<file path="config.mk">
export PLATFORM = sky130hd
export DESIGN_NAME = ex_muldiv_flat
export DESIGN_NICKNAME = d
export VERILOG_FILES = /design/src/rtl/ex_muldiv_pkg.sv /design/src/rtl/ex_muldiv_if.sv /design/src/rtl/ex_muldiv_div_iter.sv /design/src/rtl/ex_muldiv.sv /design/src/flat_wrapper.sv
export SDC_FILE = /design/constraint.sdc
export NUM_CORES = 1
export LEC_CHECK = 0
export CORE_MARGIN = 8
export CORE_UTILIZATION = 50
export CTS_BUF_LIST = sky130_fd_sc_hd__clkbuf_8
export DETAILED_ROUTE_END_ITERATION = 10
export GPL_ROUTABILITY_DRIVEN = 0
export PLACE_DENSITY_LB_ADDON = 0.15
export SLEW_MARGIN = 30
export SYNTH_ARGS = -nofsm -noshare
export SYNTH_HDL_FRONTEND = slang
export SYNTH_HIERARCHICAL = 1
export SYNTH_SLANG_ARGS = --single-unit
</file>
<file path="constraint.sdc">
create_clock -name clk -period 5.57 [get_ports clk]
set_input_delay 1.114 -clock clk [delete_from_list [all_inputs] [get_ports clk]]
set_output_delay 1.114 -clock clk [all_outputs]
set_load 0.1 [all_outputs]
</file>
<file path="src/rtl/ex_muldiv_pkg.sv">
// Shared types for the RV32M multiply/divide unit: funct3 op codes, FSM states, op classifiers.
package ex_muldiv_pkg;

    typedef enum logic [2:0] {
        OP_MUL    = 3'd0,
        OP_MULH   = 3'd1,
        OP_MULHSU = 3'd2,
        OP_MULHU  = 3'd3,
        OP_DIV    = 3'd4,
        OP_DIVU   = 3'd5,
        OP_REM    = 3'd6,
        OP_REMU   = 3'd7
    } muldiv_op_e;

    typedef enum logic [1:0] {
        ST_IDLE,
        ST_CALC,
        ST_DONE
    } muldiv_state_e;

    // funct7 of OP-class M-extension instructions; decode lives in id.
    localparam logic [6:0] OP_FUNCT7_M = 7'b0000001;

    function automatic logic op_is_div(muldiv_op_e op);
        return op inside {OP_DIV, OP_DIVU, OP_REM, OP_REMU};
    endfunction

    function automatic logic op_a_signed(muldiv_op_e op);
        return op inside {OP_MULH, OP_MULHSU, OP_DIV, OP_REM};
    endfunction

    function automatic logic op_b_signed(muldiv_op_e op);
        return op inside {OP_MULH, OP_DIV, OP_REM};
    endfunction

endpackage

</file>
<file path="src/rtl/ex_muldiv_if.sv">
// EX-stage request/response bundle between the pipeline and ex_muldiv.
interface ex_muldiv_if #(parameter int unsigned XLEN = 32);

    logic            start_i;
    logic [2:0]      op_i;
    logic [XLEN-1:0] rs1_i;
    logic [XLEN-1:0] rs2_i;
    logic [4:0]      reg_waddr_i;
    logic            scour_i;
    logic            hold_req_o;
    logic            valid_o;
    logic [XLEN-1:0] result_o;
    logic [4:0]      reg_waddr_o;
    logic            reg_we_o;

    modport master (
        output start_i, op_i, rs1_i, rs2_i, reg_waddr_i, scour_i,
        input  hold_req_o, valid_o, result_o, reg_waddr_o, reg_we_o
    );

    modport slave (
        input  start_i, op_i, rs1_i, rs2_i, reg_waddr_i, scour_i,
        output hold_req_o, valid_o, result_o, reg_waddr_o, reg_we_o
    );

endinterface

</file>
<file path="src/rtl/ex_muldiv_div_iter.sv">
// One radix-2 restoring division step on unsigned magnitudes.
module ex_div_iter #(
    parameter int unsigned XLEN = 32
) (
    input  logic [XLEN-1:0] rem_i,
    input  logic [XLEN-1:0] quot_i,
    input  logic [XLEN-1:0] divisor_i,
    output logic [XLEN-1:0] rem_o,
    output logic [XLEN-1:0] quot_o
);

    logic [XLEN:0]   shl;
    logic [XLEN-1:0] diff;

    always_comb begin
        shl  = {rem_i, quot_i[XLEN-1]};
        diff = shl[XLEN-1:0] - divisor_i;
        if (shl >= {1'b0, divisor_i}) begin
            rem_o  = diff;
            quot_o = {quot_i[XLEN-2:0], 1'b1};
        end else begin
            rem_o  = shl[XLEN-1:0];
            quot_o = {quot_i[XLEN-2:0], 1'b0};
        end
    end

endmodule

</file>
<file path="src/rtl/ex_muldiv.sv">
// RV32M iterative multiply/divide unit in EX; stalls the pipeline while busy.
// Optional build macro FAST_MUL_EN: multiplies complete in one cycle, divides stay iterative.
module ex_muldiv
    import ex_muldiv_pkg::*;
#(
    parameter int unsigned XLEN  = 32,
    parameter int unsigned CNT_W = 6
) (
    input  logic         clk,
    input  logic         rst,
    ex_muldiv_if.slave   bus
);

    localparam logic [CNT_W-1:0] CNT_LAST = CNT_W'(XLEN - 1);

    muldiv_state_e     state_q, state_d;
    muldiv_op_e        op_q, op_d, op_in;
    logic [XLEN-1:0]   a_q, a_d, b_q, b_d;
    logic [2*XLEN-1:0] acc_q, acc_d;
    logic              neg_q, neg_d, rneg_q, rneg_d;
    logic [4:0]        waddr_q, waddr_d;
    logic [CNT_W-1:0]  cnt_q, cnt_d;

    logic              sa, sb, div_zero, div_ovf;
    logic [XLEN-1:0]   ma, mb, rem_step, quot_step;
    logic [XLEN:0]     mul_sum;
    logic [2*XLEN-1:0] mul_step, prod;
    logic [XLEN-1:0]   quot, rem, res;
    logic              hold;

    ex_div_iter #(.XLEN(XLEN)) u_div_iter (
        .rem_i     (acc_q[2*XLEN-1:XLEN]),
        .quot_i    (acc_q[XLEN-1:0]),
        .divisor_i (b_q),
        .rem_o     (rem_step),
        .quot_o    (quot_step)
    );

    assign op_in = muldiv_op_e'(bus.op_i);

    always_comb begin
        sa       = op_a_signed(op_in) & bus.rs1_i[XLEN-1];
        sb       = op_b_signed(op_in) & bus.rs2_i[XLEN-1];
        ma       = sa ? -bus.rs1_i : bus.rs1_i;
        mb       = sb ? -bus.rs2_i : bus.rs2_i;
        div_zero = op_is_div(op_in) && (bus.rs2_i == '0);
        div_ovf  = (op_in inside {OP_DIV, OP_REM}) && (bus.rs2_i == '1)
                   && (bus.rs1_i == {1'b1, {(XLEN-1){1'b0}}});
        // Shift-add: accumulate into the high half, shift the multiplier out of the low half.
        mul_sum  = {1'b0, acc_q[2*XLEN-1:XLEN]} + (acc_q[0] ? {1'b0, a_q} : '0);
        mul_step = {mul_sum, acc_q[XLEN-1:1]};
    end

    always_comb begin
        state_d = state_q;
        op_d    = op_q;
        a_d     = a_q;
        b_d     = b_q;
        acc_d   = acc_q;
        neg_d   = neg_q;
        rneg_d  = rneg_q;
        waddr_d = waddr_q;
        cnt_d   = cnt_q;
        hold    = 1'b0;
        unique case (state_q)
            ST_IDLE: begin
                if (bus.start_i) begin
                    hold    = 1'b1;
                    op_d    = op_in;
                    waddr_d = bus.reg_waddr_i;
                    a_d     = ma;
                    b_d     = mb;
                    neg_d   = sa ^ sb;
                    rneg_d  = sa;
                    cnt_d   = '0;
                    // Special cases are preloaded as {remainder, quotient} with signs cleared.
                    if (div_zero || div_ovf) begin
                        neg_d   = 1'b0;
                        rneg_d  = 1'b0;
                        acc_d   = div_zero ? {bus.rs1_i, {XLEN{1'b1}}}
                                           : {{XLEN{1'b0}}, bus.rs1_i};
                        state_d = ST_DONE;
                    end else if (op_is_div(op_in)) begin
                        acc_d   = {{XLEN{1'b0}}, ma};
                        state_d = ST_CALC;
                    end else begin
`ifdef FAST_MUL_EN
                        acc_d   = {{XLEN{1'b0}}, ma} * {{XLEN{1'b0}}, mb};
                        state_d = ST_DONE;
`else
                        acc_d   = {{XLEN{1'b0}}, mb};
                        state_d = ST_CALC;
`endif
                    end
                end
            end
            ST_CALC: begin
                hold  = 1'b1;
                acc_d = op_is_div(op_q) ? {rem_step, quot_step} : mul_step;
                cnt_d = cnt_q + CNT_W'(1);
                if (cnt_q == CNT_LAST) state_d = ST_DONE;
            end
            ST_DONE: state_d = ST_IDLE;
            default: state_d = ST_IDLE;
        endcase
        if (bus.scour_i) begin
            state_d = ST_IDLE;
            hold    = 1'b0;
        end
    end

    always_comb begin
        prod = neg_q ? -acc_q : acc_q;
        quot = neg_q ? -acc_q[XLEN-1:0] : acc_q[XLEN-1:0];
        rem  = rneg_q ? -acc_q[2*XLEN-1:XLEN] : acc_q[2*XLEN-1:XLEN];
        unique case (op_q)
            OP_MUL:           res = prod[XLEN-1:0];
            OP_DIV, OP_DIVU:  res = quot;
            OP_REM, OP_REMU:  res = rem;
            default:          res = prod[2*XLEN-1:XLEN];
        endcase
    end

    always_ff @(posedge clk or posedge rst) begin
        if (rst) begin
            state_q <= ST_IDLE;
            op_q    <= OP_MUL;
            a_q     <= '0;
            b_q     <= '0;
            acc_q   <= '0;
            neg_q   <= 1'b0;
            rneg_q  <= 1'b0;
            waddr_q <= '0;
            cnt_q   <= '0;
        end else begin
            state_q <= state_d;
            op_q    <= op_d;
            a_q     <= a_d;
            b_q     <= b_d;
            acc_q   <= acc_d;
            neg_q   <= neg_d;
            rneg_q  <= rneg_d;
            waddr_q <= waddr_d;
            cnt_q   <= cnt_d;
        end
    end

    assign bus.hold_req_o  = hold;
    assign bus.valid_o     = (state_q == ST_DONE) && !bus.scour_i;
    assign bus.reg_we_o    = bus.valid_o;
    assign bus.result_o    = bus.valid_o ? res : '0;
    assign bus.reg_waddr_o = waddr_q;

endmodule

</file>
<file path="src/flat_wrapper.sv">
// flat-port wrapper written by rule: the top's interface ports become plain ports
module ex_muldiv_flat import ex_muldiv_pkg::*;
#(
    parameter int unsigned XLEN  = 32,
    parameter int unsigned CNT_W = 6
)
  (clk, rst, bus_start_i, bus_op_i, bus_rs1_i, bus_rs2_i, bus_reg_waddr_i, bus_scour_i, bus_hold_req_o, bus_valid_o, bus_result_o, bus_reg_waddr_o, bus_reg_we_o);
  ex_muldiv_if #(.XLEN(XLEN)) bus_i ();
  input  logic clk;
  input  logic rst;
  input wire logic [$bits(bus_i.start_i)-1:0] bus_start_i;
  input wire logic [$bits(bus_i.op_i)-1:0] bus_op_i;
  input wire logic [$bits(bus_i.rs1_i)-1:0] bus_rs1_i;
  input wire logic [$bits(bus_i.rs2_i)-1:0] bus_rs2_i;
  input wire logic [$bits(bus_i.reg_waddr_i)-1:0] bus_reg_waddr_i;
  input wire logic [$bits(bus_i.scour_i)-1:0] bus_scour_i;
  output wire logic [$bits(bus_i.hold_req_o)-1:0] bus_hold_req_o;
  output wire logic [$bits(bus_i.valid_o)-1:0] bus_valid_o;
  output wire logic [$bits(bus_i.result_o)-1:0] bus_result_o;
  output wire logic [$bits(bus_i.reg_waddr_o)-1:0] bus_reg_waddr_o;
  output wire logic [$bits(bus_i.reg_we_o)-1:0] bus_reg_we_o;
  assign bus_i.start_i = bus_start_i;
  assign bus_i.op_i = bus_op_i;
  assign bus_i.rs1_i = bus_rs1_i;
  assign bus_i.rs2_i = bus_rs2_i;
  assign bus_i.reg_waddr_i = bus_reg_waddr_i;
  assign bus_i.scour_i = bus_scour_i;
  assign bus_hold_req_o = bus_i.hold_req_o;
  assign bus_valid_o = bus_i.valid_o;
  assign bus_result_o = bus_i.result_o;
  assign bus_reg_waddr_o = bus_i.reg_waddr_o;
  assign bus_reg_we_o = bus_i.reg_we_o;
  ex_muldiv #(.XLEN(XLEN), .CNT_W(CNT_W)) u_core (.clk(clk), .rst(rst), .bus(bus_i));
endmodule
</file>
==> flow_metrics.tcl <==
set metrics [dict create \
    whs_ns 0.477 \
    syn-instance-count 2023 \
    path_max_fanout 16 \
    avgSynthCellArea_sq_um 7.72 \
    max_stage_delay_ns 0.62 \
    postRouteAntennaNets 0 \
    dp_slack_ns 0.911 \
    timing.max_cap.violations 0 \
    async_flop_share_pct 100 \
    cts_hold_buf 0 \
    r2r_cells 11 \
    ir_drop_mv 0.186 \
    grt_pass1_wl_um 89200 \
    synthTopCellsByArea "dfrtp_1 23%, xnor2_1 6.4%, o21ai_0 6.3%, ha_1 5.6%, nand2_1 5.2%" \
    synth_top_area_share_pct 23.4 \
    wl_um 58400 \
    ys_ff_latch 146 \
    min_period_over_period_pct 94.3 \
    setup_violations 0 \
    nets 2177 \
    clock_latency_ns 0.48 \
    clk_pin_slew_ns 0.09 \
    routed_via_density 6.70 \
    critPathCaptureType "primary output" \
    fp.dieH_um 193 \
    start_kind "flip-flop" \
    track_usage_pct 30.8 \
    synthDistinctLibCells 88 \
    n_antenna_cell 0 \
    crit_start "u_core/acc_q[10]" \
    drv_slew 0 \
    row_count 64 \
    power_frac_seq_pct 26.1 \
    netSwitchingFraction_pct 49.0 \
    cp_slowest_cell "or4_1" \
    fin_ws_ns 0.317 \
    grt_max_degree 98 \
    syn-num-nets 2171 \
    yosysTopAreaCell "dfrtp_1" \
    r2r-end "u_core/acc_q[63]" \
    drcViolationCount 0 \
    tns_ns 0 \
    drt-pass1-iter-count 6 \
    cp_top_family "simple AND/OR/NAND/NOR gates" \
    cp_cell_sequence "or4_1 -> nor4b_1 -> nand4_1 -> or3_1 -> o41ai_2 -> xnor2_1 -> a222oi_1 -> nor2_1 -> buf_4" \
    arrival_ns 4.14 \
    combinationalPowerShare_pct 60.5 \
    cts_tree "done" \
    core-area_sq_mm 0.0307 \
    p_clk_share_pct 13.3 \
    crit_end "bus_result_o[10]" \
    fmax_mhz 190 \
    p_switching_w 0.00326 \
    yosys_warnings 6 \
    wl_per_cell_um 23.9 \
    p_int_w 0.00340 \
    numCtsBuffers 17 \
    final_core_util_pct 56.5 \
    crit_cells 9 \
    power_leakage_nw 7.05 \
    hp-class "flip-flop to flip-flop" \
    crit_buf_inv 1 \
    die_w_um 193 \
    drive_gt1_share_pct 10.1 \
    min_period_ns 5.25 \
    root_buffer "clkbuf_8" \
    final_common_cell "nand2_1" \
    cp_data_required_time_ns 4.46 \
    hold_violations 0 \
    status "complete, no violations" \
    clock_sinks 146 \
    layout_common_cells "216 x nand2_1, 196 x o21ai_0, 144 x nor2_1, 144 x dfrtp_1, 119 x a21oi_1" \
    initial_utilization_pct 50.9 \
    grt_pass1_vias 15400 \
    io_buffers 115 \
    yosysSeqAreaShare_pct 23.4 \
    h-tree-depth 4 \
    tightest_slew_ns 1.08 \
    clockBufferDepth 2 \
    synth_edf_count 0 \
    place_hpwl_um 44600 \
    die_area_sq_mm 0.0371 \
    worstSetupPathType "flip-flop to primary output" \
    synth_ff_type "dfrtp_1" \
    vias 16300 \
    regToRegSetupSlack_ns 1.11 \
    drt_iter0_drc 2197 \
    rsz0062_at_grt "false" \
    area.growth.synth_to_final_pct 10.9 \
    powerDensity_mw_per_mm2 385 \
    cts_setup_buffers 0 \
    boundaryPins 116 \
    cts-resized-gates 0 \
    slew_headroom_pct 26.0 \
    skew_ns 0.0108 \
    synth_area_sq_mm 0.0156 \
    antenna_found_initial 1 \
    grt.overflow.total 0 \
    r2r_start "u_core/acc_q[0]" \
]
[layer usage]
metal  GRT usage [%]  part of all wire [%]
met4            12.5                   4.3
met2            46.8                    43
met1            41.7                    41
met5               0                 0.022
met3            7.03                    12
[cell usage after synthesis, drive strengths merged (10+ instances only)]
cell type	number
a211oi	29
a21o	28
a21oi	120
a221oi	20
a31oi	30
and2	46
and3	14
buf	52
clkbuf	117
dfrtp	146
ha	70
inv	64
mux2	47
mux2i	53
nand2	217
nand2b	10
nand3	45
nand4	36
nor2	145
nor2b	12
nor3	45
nor4	20
o211ai	13
o21a	12
o21ai	199
o22ai	24
o31ai	32
o41ai	18
or2	11
or3	18
or4	19
xnor2	114
xor2	77
[layout make-up]
| type | instances | area [sq um] |
|---|---|---|
| tap | 396 | 495 |
| clock buffer | 17 | 234 |
| fill | 2905 | 13400 |
| clock inverter | 14 | 168 |
| timing repair buffer | 156 | 1520 |
| multi-input combinational | 1641 | 11000 |
| sequential | 146 | 3660 |
| inverter | 67 | 259 |
[stage by stage]
step                cells  total power [W]  instance area (sq um)
global placement     2406          0.00556                  16900
CTS                  2437          0.00652                  17300
global route         2437          0.00701                  17300
detailed placement   2406          0.00561                  16900
floorplan            2023          0.00458                  15700
finish               2437          0.00666                  17300
[registers in the layout (all words and copies together), names as in the netlist]
register and flops:
u_core/state_q 2, u_core/op_q 3, u_core/rneg_q 1, u_core/bus.reg_waddr_o 5, u_core/acc_q 64, u_core/b_q 32, u_core/a_q 32, u_core/cnt_q 6
u_core/neg_q 1
[worst min path at each step]
stage	slack (ns)	from	cells after the start	endpoint
floorplan	0.43	u_core/a_q[31]	2	u_core/a_q[31]
global placement	0.45	u_core/a_q[31]	2	u_core/a_q[31]
detailed placement	0.46	u_core/bus.reg_waddr_o[2]	2	u_core/bus.reg_waddr_o[2]
CTS	0.48	u_core/a_q[12]	2	u_core/a_q[12]
global route	0.50	u_core/a_q[31]	2	u_core/a_q[31]
finish	0.48	u_core/a_q[4]	2	u_core/a_q[4]
[logic make-up after synthesis]
| logic type | Yosys count | synth area share [%] |
|---|---|---|
| AO/OA/AOI/OAI | 607 | 24.9 |
| AND/OR/NAND/NOR | 671 | 21.5 |
| adder cells (fa/ha/maj) | 72 | 5.87 |
| flip-flops | 146 | 23.4 |
| XOR/XNOR | 191 | 10.7 |
| multiplexers | 100 | 7.00 |
| buffers and inverters | 236 | 6.68 |
[power by group through the flow]
stage / clock [W] / combinational (W) / sequential, W
floorplan: 0 / 0.00303 / 0.00155
global placement: 0 / 0.00383 / 0.00173
detailed placement: 0 / 0.00387 / 0.00173
CTS: 0.000900 / 0.00390 / 0.00171
global route: 0.000937 / 0.00431 / 0.00177
finish: 0.000889 / 0.00403 / 0.00174
[tightest hold or removal path: cells and delay by family (launching register included)]
kind,cells,cell delay [ns]
simple gates,1,0.04
flops,1,0.35
compound gates,1,0.05
No activity file was read; power rests on OpenSTA's default activity.
